<file path="config.mk">
export PLATFORM = sky130hd
export DESIGN_NAME = biquad_sequencer
export DESIGN_NICKNAME = d
export VERILOG_FILES = /design/src/rtl/biquad_sequencer.sv
export SDC_FILE = /design/constraint.sdc
export NUM_CORES = 1
export LEC_CHECK = 0
export ABC_CLOCK_PERIOD_IN_PS = 7000
export BUFFER_PORTS_ARGS = -buffer_cell sky130_fd_sc_hd__buf_4
export CAP_MARGIN = 30
export CELL_PAD_IN_SITES_DETAIL_PLACEMENT = 0
export CELL_PAD_IN_SITES_GLOBAL_PLACEMENT = 1
export CORE_MARGIN = 3
export CORE_UTILIZATION = 44
export CTS_CLUSTER_SIZE = 40
export DETAILED_ROUTE_END_ITERATION = 16
export PLACE_DENSITY_LB_ADDON = 0.08
export SKIP_CTS_REPAIR_TIMING = 1
export SLEW_MARGIN = 30
export SYNTH_ARGS = -nofsm -noshare
export SYNTH_HDL_FRONTEND = slang
export SYNTH_SLANG_ARGS = --single-unit
</file>
<file path="constraint.sdc">
create_clock -name clk -period 7 [get_ports clk]
set_clock_uncertainty 0.1 [all_clocks]
set_input_delay 0 -clock clk [delete_from_list [all_inputs] [get_ports clk]]
set_output_delay 0 -clock clk [all_outputs]
set_load 0.01 [all_outputs]
</file>
<file path="src/rtl/biquad_sequencer.sv">
// Control and arithmetic core of a second-order IIR (biquad) section.
// Each sample runs a fixed 7-cycle schedule. The schedule drives the external
// selector mux, multiply-accumulates the operands it returns, saturates f[k] and
// y[k], and shifts the f[k-1]/f[k-2] delay line.
module biquad_sequencer #(
    parameter int N = 16,
    parameter int F = 14
) (
    input  logic         clk,
    input  logic         reset,
    input  logic         start,
    input  logic [N-1:0] muxS,
    input  logic [N-1:0] muxC,
    input  logic [N-1:0] muxZ,
    output logic [2:0]   controlS,
    output logic [1:0]   controlC,
    output logic [1:0]   controlZ,
    output logic [N-1:0] fk,
    output logic [N-1:0] fk1,
    output logic [N-1:0] fk2,
    output logic [N-1:0] yk,
    output logic         busy,
    output logic         done,
    output logic         sat
);

    localparam int AW = 2 * N + 2;  // accumulator width
    localparam int PW = 2 * N;      // full product width

    typedef enum logic [2:0] {
        StIdle, StF1, StF2, StFs, StY1, StY2, StY3, StOut
    } state_e;

    state_e               state_q, state_d;
    logic signed [AW-1:0] acc_q;
    logic [N-1:0]         fk_q, fk1_q, fk2_q, yk_q;
    logic                 done_q, sat_q;
    logic                 sat_flag_q;  // sticky clamp flag for the sample in flight

    logic                 load;
    logic                 acc_en;
    logic signed [PW-1:0] prod;
    logic signed [AW-1:0] preload;
    logic signed [AW-1:0] acc_sum;
    logic signed [AW-1:0] shifted;
    logic [AW-N:0]        shifted_top;
    logic                 clamp;
    logic [N-1:0]         res;

    // Next-state and select decode; selects are zero outside the MAC states
    always_comb begin
        state_d  = state_q;
        controlS = 3'd0;
        controlC = 2'd0;
        controlZ = 2'd0;
        load     = 1'b0;
        acc_en   = 1'b0;
        unique case (state_q)
            StIdle: if (start) state_d = StF1;
            StF1: begin
                controlS = 3'd1; controlC = 2'd1; controlZ = 2'd1;
                load = 1'b1; acc_en = 1'b1; state_d = StF2;
            end
            StF2: begin
                controlS = 3'd2; controlC = 2'd2;
                acc_en = 1'b1; state_d = StFs;
            end
            StFs: state_d = StY1;
            StY1: begin
                controlS = 3'd3; controlC = 2'd3;
                load = 1'b1; acc_en = 1'b1; state_d = StY2;
            end
            StY2: begin
                controlS = 3'd4; controlC = 2'd1;
                acc_en = 1'b1; state_d = StY3;
            end
            StY3: begin
                controlS = 3'd5; controlC = 2'd2;
                acc_en = 1'b1; state_d = StOut;
            end
            StOut: state_d = StIdle;
            default: state_d = StIdle;
        endcase
    end

    // Multiply-accumulate datapath and floor-shift/saturate of the accumulator
    always_comb begin
        prod        = PW'($signed(muxS)) * PW'($signed(muxC));
        preload     = AW'($signed(muxZ)) <<< F;
        acc_sum     = (load ? preload : acc_q) + AW'(prod);
        shifted     = acc_q >>> F;
        shifted_top = shifted[AW-1:N-1];
        // In range only when all bits from the sign bit of the result up are equal
        clamp       = !((&shifted_top) || !(|shifted_top));
        if (clamp) begin
            res = shifted[AW-1] ? {1'b1, {(N-1){1'b0}}} : {1'b0, {(N-1){1'b1}}};
        end else begin
            res = shifted[N-1:0];
        end
    end

    // State, accumulator, delay line and output registers
    always_ff @(posedge clk) begin
        if (reset) begin
            state_q    <= StIdle;
            acc_q      <= '0;
            fk_q       <= '0;
            fk1_q      <= '0;
            fk2_q      <= '0;
            yk_q       <= '0;
            done_q     <= 1'b0;
            sat_q      <= 1'b0;
            sat_flag_q <= 1'b0;
        end else begin
            state_q <= state_d;
            done_q  <= 1'b0;
            sat_q   <= 1'b0;
            if (acc_en) acc_q <= acc_sum;
            if (state_q == StFs) begin
                fk_q <= res;
                if (clamp) sat_flag_q <= 1'b1;
            end
            if (state_q == StOut) begin
                yk_q       <= res;
                fk2_q      <= fk1_q;
                fk1_q      <= fk_q;
                done_q     <= 1'b1;
                sat_q      <= sat_flag_q | clamp;
                sat_flag_q <= 1'b0;
            end
        end
    end

    assign fk   = fk_q;
    assign fk1  = fk1_q;
    assign fk2  = fk2_q;
    assign yk   = yk_q;
    assign busy = (state_q != StIdle);
    assign done = done_q;
    assign sat  = sat_q;

endmodule

</file>
Word-level counts from Yosys, hierarchy flattened:

Cells that the tools add are included.

* word-level logic and storage cells: 47
* output and inout bits: 74
* register bits after elaboration: 104

* $mul: 1
* add/sub/neg operators: 1
* bitwise operators: 3
* reductions and logical operators: 14
* multiplexer cells: 11
* equal/unequal tests: 8

Operators by type and width (number)
* adder 34 x 32 -> 34 bit: 1
* 2-to-1 mux 34 bit: 1
* multiplier 16 x 16 -> 32 bit: 1
* 2-to-1 mux 16 bit: 2
* one-hot mux 3 bit (8 select lines): 1
* one-hot mux 3 bit (5 select lines): 1
* == test 3 bit (second input constant): 4
* OR reduction 2 bit: 5
* OR reduction 5 bit: 2
* == test 3 x 2 -> 1 bit (second input constant): 2
* one-hot mux 2 bit (3 select lines): 1
* AND reduction 5 bit: 1
* 2-to-1 mux 1 bit: 4
* == test 3 x 1 -> 1 bit (second input constant): 1
* logical NOT 3 bit: 1
* 2-to-1 mux 3 bit: 1
* nonzero test 3 bit: 1
* logical NOT 1 bit: 2
* inequality test 2 bit (second input constant): 1
* inverter 1 bit: 2
* AND reduction 2 bit: 1
* logical OR 1 bit: 1
* bitwise OR 1 bit: 1

Depth between registers and ports, before layout:

* depth after elaboration: 5
* depth in mapped cells: 25
* gate-level depth less buffers: 24

Least setup slack after synthesis:

OpenSTA, ideal clock, no wires.

* path type: register to register
* from: register state_q[1]
* to: register acc_q[28]
* buffers on the path: 2
* required time: 6.826 ns
* cell stages (with the launch flop): 25
* setup slack: 0.444 ns
* period minus slack after synthesis: 6.556 ns
* setup time: 0.074 ns
* arrival time: 6.382 ns
* cells stage by stage: dfxtp_1 > inv_1 > ha_1 > nor2b_1 > a21oi_1 > clkbuf_1 > mux2_2 > fa_1 > inv_1 > fa_1 > inv_1 > fa_1 > inv_1 > fa_1 > fa_1 > inv_1 > ha_1 > buf_6 > a21o_1 > o21bai_1 > a221oi_2 > a31oi_1 > nand2b_4 > or3_1 > a31oi_1

* cells in the longest elaborated chain, start to end: 5
* elaborated cells between the ends (all ways): 11

RTL lines
* start: declaration: RTL line 34 `state_e state_q, state_d;`
* start signal: assignment: RTL line 105 `state_q <= StIdle;`
* start signal: assignment: RTL line 115 `state_q <= state_d;`
* == test 3 bit or == test 3 x 1 -> 1 bit (tied branches): RTL line 58 `unique case (state_q)`
* OR reduction 2 bit (no source line)
* 2-to-1 mux 1 bit: RTL line 58
* 2-to-1 mux 34 bit: RTL line 90 `acc_sum = (load ? preload : acc_q) + AW'(prod);`
* adder 34 x 32 -> 34 bit: RTL line 90
* end signal: assignment: RTL line 118 `if (acc_en) acc_q <= acc_sum;`
* end: declaration: RTL line 35 `logic signed [AW-1:0] acc_q;`

Several ways; a longest one is shown, not always the timed one.
A chain may end at the register's enable or synchronous reset.

Worst setup path in the final report:

* from: register state_q[1]
* to: register acc_q[31]

The elaborated chain is that of the path after synthesis.

==> metrics.md <==
| Metric | Value |
|---|---|
| Status | finished, final reports clean |
| ANT cells | 0 |
| First-pass GRT wire length | 62400 µm |
| Sum Neg Setup Slack | 0 ns |
| CP startpoint kind | register |
| Number of global-route vias before repair | ~12000 |
| DRT Pass-1 Iters | 5 |
| Worst R2R Path Depth | 22 |
| Final Core Density | 49.9% |
| Hold path startpoint | reset |
| DR vias | about 11000 |
| Remaining DRCs | 0 |
| Reg-to-reg slack, setup | 0.34 ns |
| Fin. Hold Viols | 0 |
| Most frequent cells in the layout | inv_1 (333), fa_1 (305), nand2_1 (212) |
| Max-cap check violation count | 0 |
| Post-Route WL | ~37000 µm |
| H-tree lvl count | 3 |
| # IOs | roughly 130 |
| Xor/xnor share of the synthesized area | ~1.4% |
| Pre-CTS setup slack | about 0.31 ns |
| Sequential element share of the synthesized area | between 10% and 20% |
| Post-Synth Adder-Cell Area | 48.7% |
| CTS Buf Count | 9 |
| RR Endpoint | acc_q[31] |
| Longest Clk Path Bufs | 2 |
| Starting Density | 45.1% |
| WHS Endpoint | acc_q[13] |
| Cell Area, Placed | 16600 µm² |
| CTS tree | yes |
| Compound-Gate Fraction of Synth Area | a little under 10% |
| Root buf cell | clkbuf_16 |
| Rows | between 60 and 70 |
| Nets | 2194 |
| Syn nets | 2122 |
| Commonest non-fill, non-tap cell in the layout | inv_1 |
| Initial antenna violation count | 0 |
| PortBufs | between 100 and 150 |
| Type of the worst min-delay path | input port to register |
| Worst slew pin tran | 0.897 ns |
| Worst-Skew Late Latency | 0.35 ns |
| Yosys warns | 0 |
| Core Area | 33900 µm² |
| Critical Path RT | 7.12 ns |
| Share of synthesized flip-flops with an asynchronous set or reset | 0% |
| Seq cells post-synth | 104 |
| Chip width | 192 µm |
| Cells after synthesis | 1659 |
| Layout cells sized above 1 | 10.7% |
| Worst R2R Start | state_q[1] |
| Routed Antenna Nets | 0 |
| GPL Wtd Cong | 0.897 |
| Unique masters post-synth | between 60 and 70 |
| Post-Syn Area | 15300 µm² |
| Clk slew on worst S/H paths | 0.08 ns |
| Worst-path maximum fanout | 10 |
| Pin count of the biggest net entering global routing | 53 |
| Clock Sink Count | between 100 and 150 |
| GRT Util Overall | 21.2% |
| Final worst-path cycle share | 95.1% |
| Grt total ovfl | 0 |
| Largest family of logic cells by synthesized area | adder cells |
| Post-Synthesis Mean Instance Area | 9.21 µm² |
| Dpl hpwl | 30800 µm |
| RSZ-0062 raised after global routing | false |
| DIE HEIGHT | 192 µm |
| Post-synth top flop | dfxtp_1 |
| Routed wire per std cell | roughly 17 µm |
| Mux cell area share after synthesis | between 1 and 1.5% |
| Crit path kind | register to register |
| Post-synth EDFFs | 0 |
| Final slew viol count | 0 |
| Max Clk Rate | 150 MHz |
| Min cycle time layout | 6.66 ns |
| Crit end category | register |
| Final instance area | 16900 µm² |
| Area grow syn2layout | 10.6% |
| Fin worst setup slack | 0.345 ns |
| Hold-critical path depth | 2 |
| Synth Area in Simple Gates | between 10% and 20% |
| Final setup fails | 0 |
| DR iter-0 viols | 455 |
| Critical Path AT | about 6.8 ns |
| Die area | 37000 µm² |
| Max_slew headroom | 40.0% |
| Vias per cell | 5.11 |
==> worst max-delay path, stage by stage, from the launching register on <==
cell and delay (ns):
dfxtp_1 0.38, inv_1 0.12, ha_1 0.26, nor2b_1 0.20
a21oi_4 0.30, mux2_2 0.42, fa_1 0.50, inv_1 0.05
fa_1 0.49, inv_1 0.05, fa_1 0.51, inv_1 0.06
fa_1 0.48, fa_1 0.49, inv_1 0.04, ha_1 0.42
nand4_1 0.19, nor3b_1 0.27, o211ai_1 0.24, a31oi_4 0.30
a21oi_1 0.17, o311ai_0 0.34, o211ai_1 0.14
==> Yosys cell counts, drive strengths merged, types with 2 or more instances <==
| master | instances | share of area, % |
|---|---|---|
| nand4 | 4 | 0.16 |
| mux2i | 3 | 0.20 |
| a21oi | 66 | 2.2 |
| a2111oi | 2 | 0.16 |
| nor3 | 13 | 0.43 |
| o21ai | 35 | 1.2 |
| nor3b | 7 | 0.34 |
| xor2 | 9 | 0.52 |
| nand3b | 4 | 0.20 |
| o31a | 3 | 0.17 |
| inv | 333 | 8.2 |
| clkbuf | 64 | 1.6 |
| a22o | 33 | 1.9 |
| fa | 305 | 40 |
| a211oi | 25 | 1.3 |
| xnor2 | 16 | 0.92 |
| or2 | 2 | 0.082 |
| o21bai | 4 | 0.20 |
| nor2 | 59 | 1.5 |
| a31o | 2 | 0.11 |
| a311oi | 4 | 0.27 |
| ha | 107 | 8.8 |
| o21a | 6 | 0.29 |
| a21o | 7 | 0.35 |
| or3 | 7 | 0.29 |
| nor4b | 2 | 0.11 |
| mux2 | 15 | 1.1 |
| and3 | 8 | 0.34 |
| dfxtp | 104 | 14 |
| o211ai | 12 | 0.59 |
| and2 | 119 | 4.9 |
| buf | 8 | 0.39 |
| nor2b | 8 | 0.33 |
| a31oi | 8 | 0.37 |
| nand2 | 212 | 5.2 |
| nand3 | 24 | 0.79 |
| nand2b | 7 | 0.34 |
==> per-stage QoR <==
stage	std cells	hold WS, ns
after global placement	2166	0.219
after floorplan	1659	0.114
after CTS	2183	-0.154
after detailed placement	2167	0.218
final	2184	0.0680
after global routing	2184	0.0996
==> layout make-up <==
| class | count | area (µm²) |
|---|---|---|
| timing repair buffer | 134 | 1020 |
| multi-input combinational | 1148 | 11700 |
| clock buffer | 9 | 225 |
| sequential | 104 | 2080 |
| tap | 448 | 561 |
| clock inverter | 7 | 86.3 |
| inverter | 334 | 1250 |
| fill | 3303 | 17000 |
==> kinds of logic (layout without fill, tap and decap cells) <==
family	after synthesis	after routing
AOI/OAI and AO/OA	215	215
muxes	18	18
DFF	104	104
buffers and inverters	407	484
adders and majority gates	412	412
other	1	1
xor gates and xnor gates	25	25
and+or+nand+nor	477	477
==> state kept, by name, indices dropped and copies added (netlist names), 3 cells and up <==
| name | flops |
|---|---|
| fk2 | 16 |
| yk | 16 |
| fk | 16 |
| state_q | 3 |
| fk1 | 16 |
| acc_q | 34 |
==> metal layers <==
metal	part of all wire [%]	vias up	wire length, µm	GRT usage [%]
li1	-	5268	-	-
met1	40	5722	14800	26.3
met2	56	149	20600	41.1
met3	2.2	28	805	1.34
met4	1.4	0	532	3.39
met5	0	-	0	0
==> worst max path at each step <==
| stage | startpoint | to | slack, ns | cells after the start |
|---|---|---|---|---|
| CTS | state_q[1] | acc_q[31] | 0.27 | 21 |
| global placement | state_q[1] | acc_q[31] | 0.57 | 22 |
| detailed placement | state_q[1] | acc_q[31] | 0.31 | 21 |
| finish | state_q[1] | acc_q[31] | 0.34 | 22 |
| floorplan | state_q[1] | acc_q[28] | 0.44 | 24 |
| global route | state_q[1] | acc_q[28] | 0.03 | 22 |
Power is left out: the tool's default activity adds up to more than one toggle a clock period on the data nets, which glitch-free logic cannot reach.
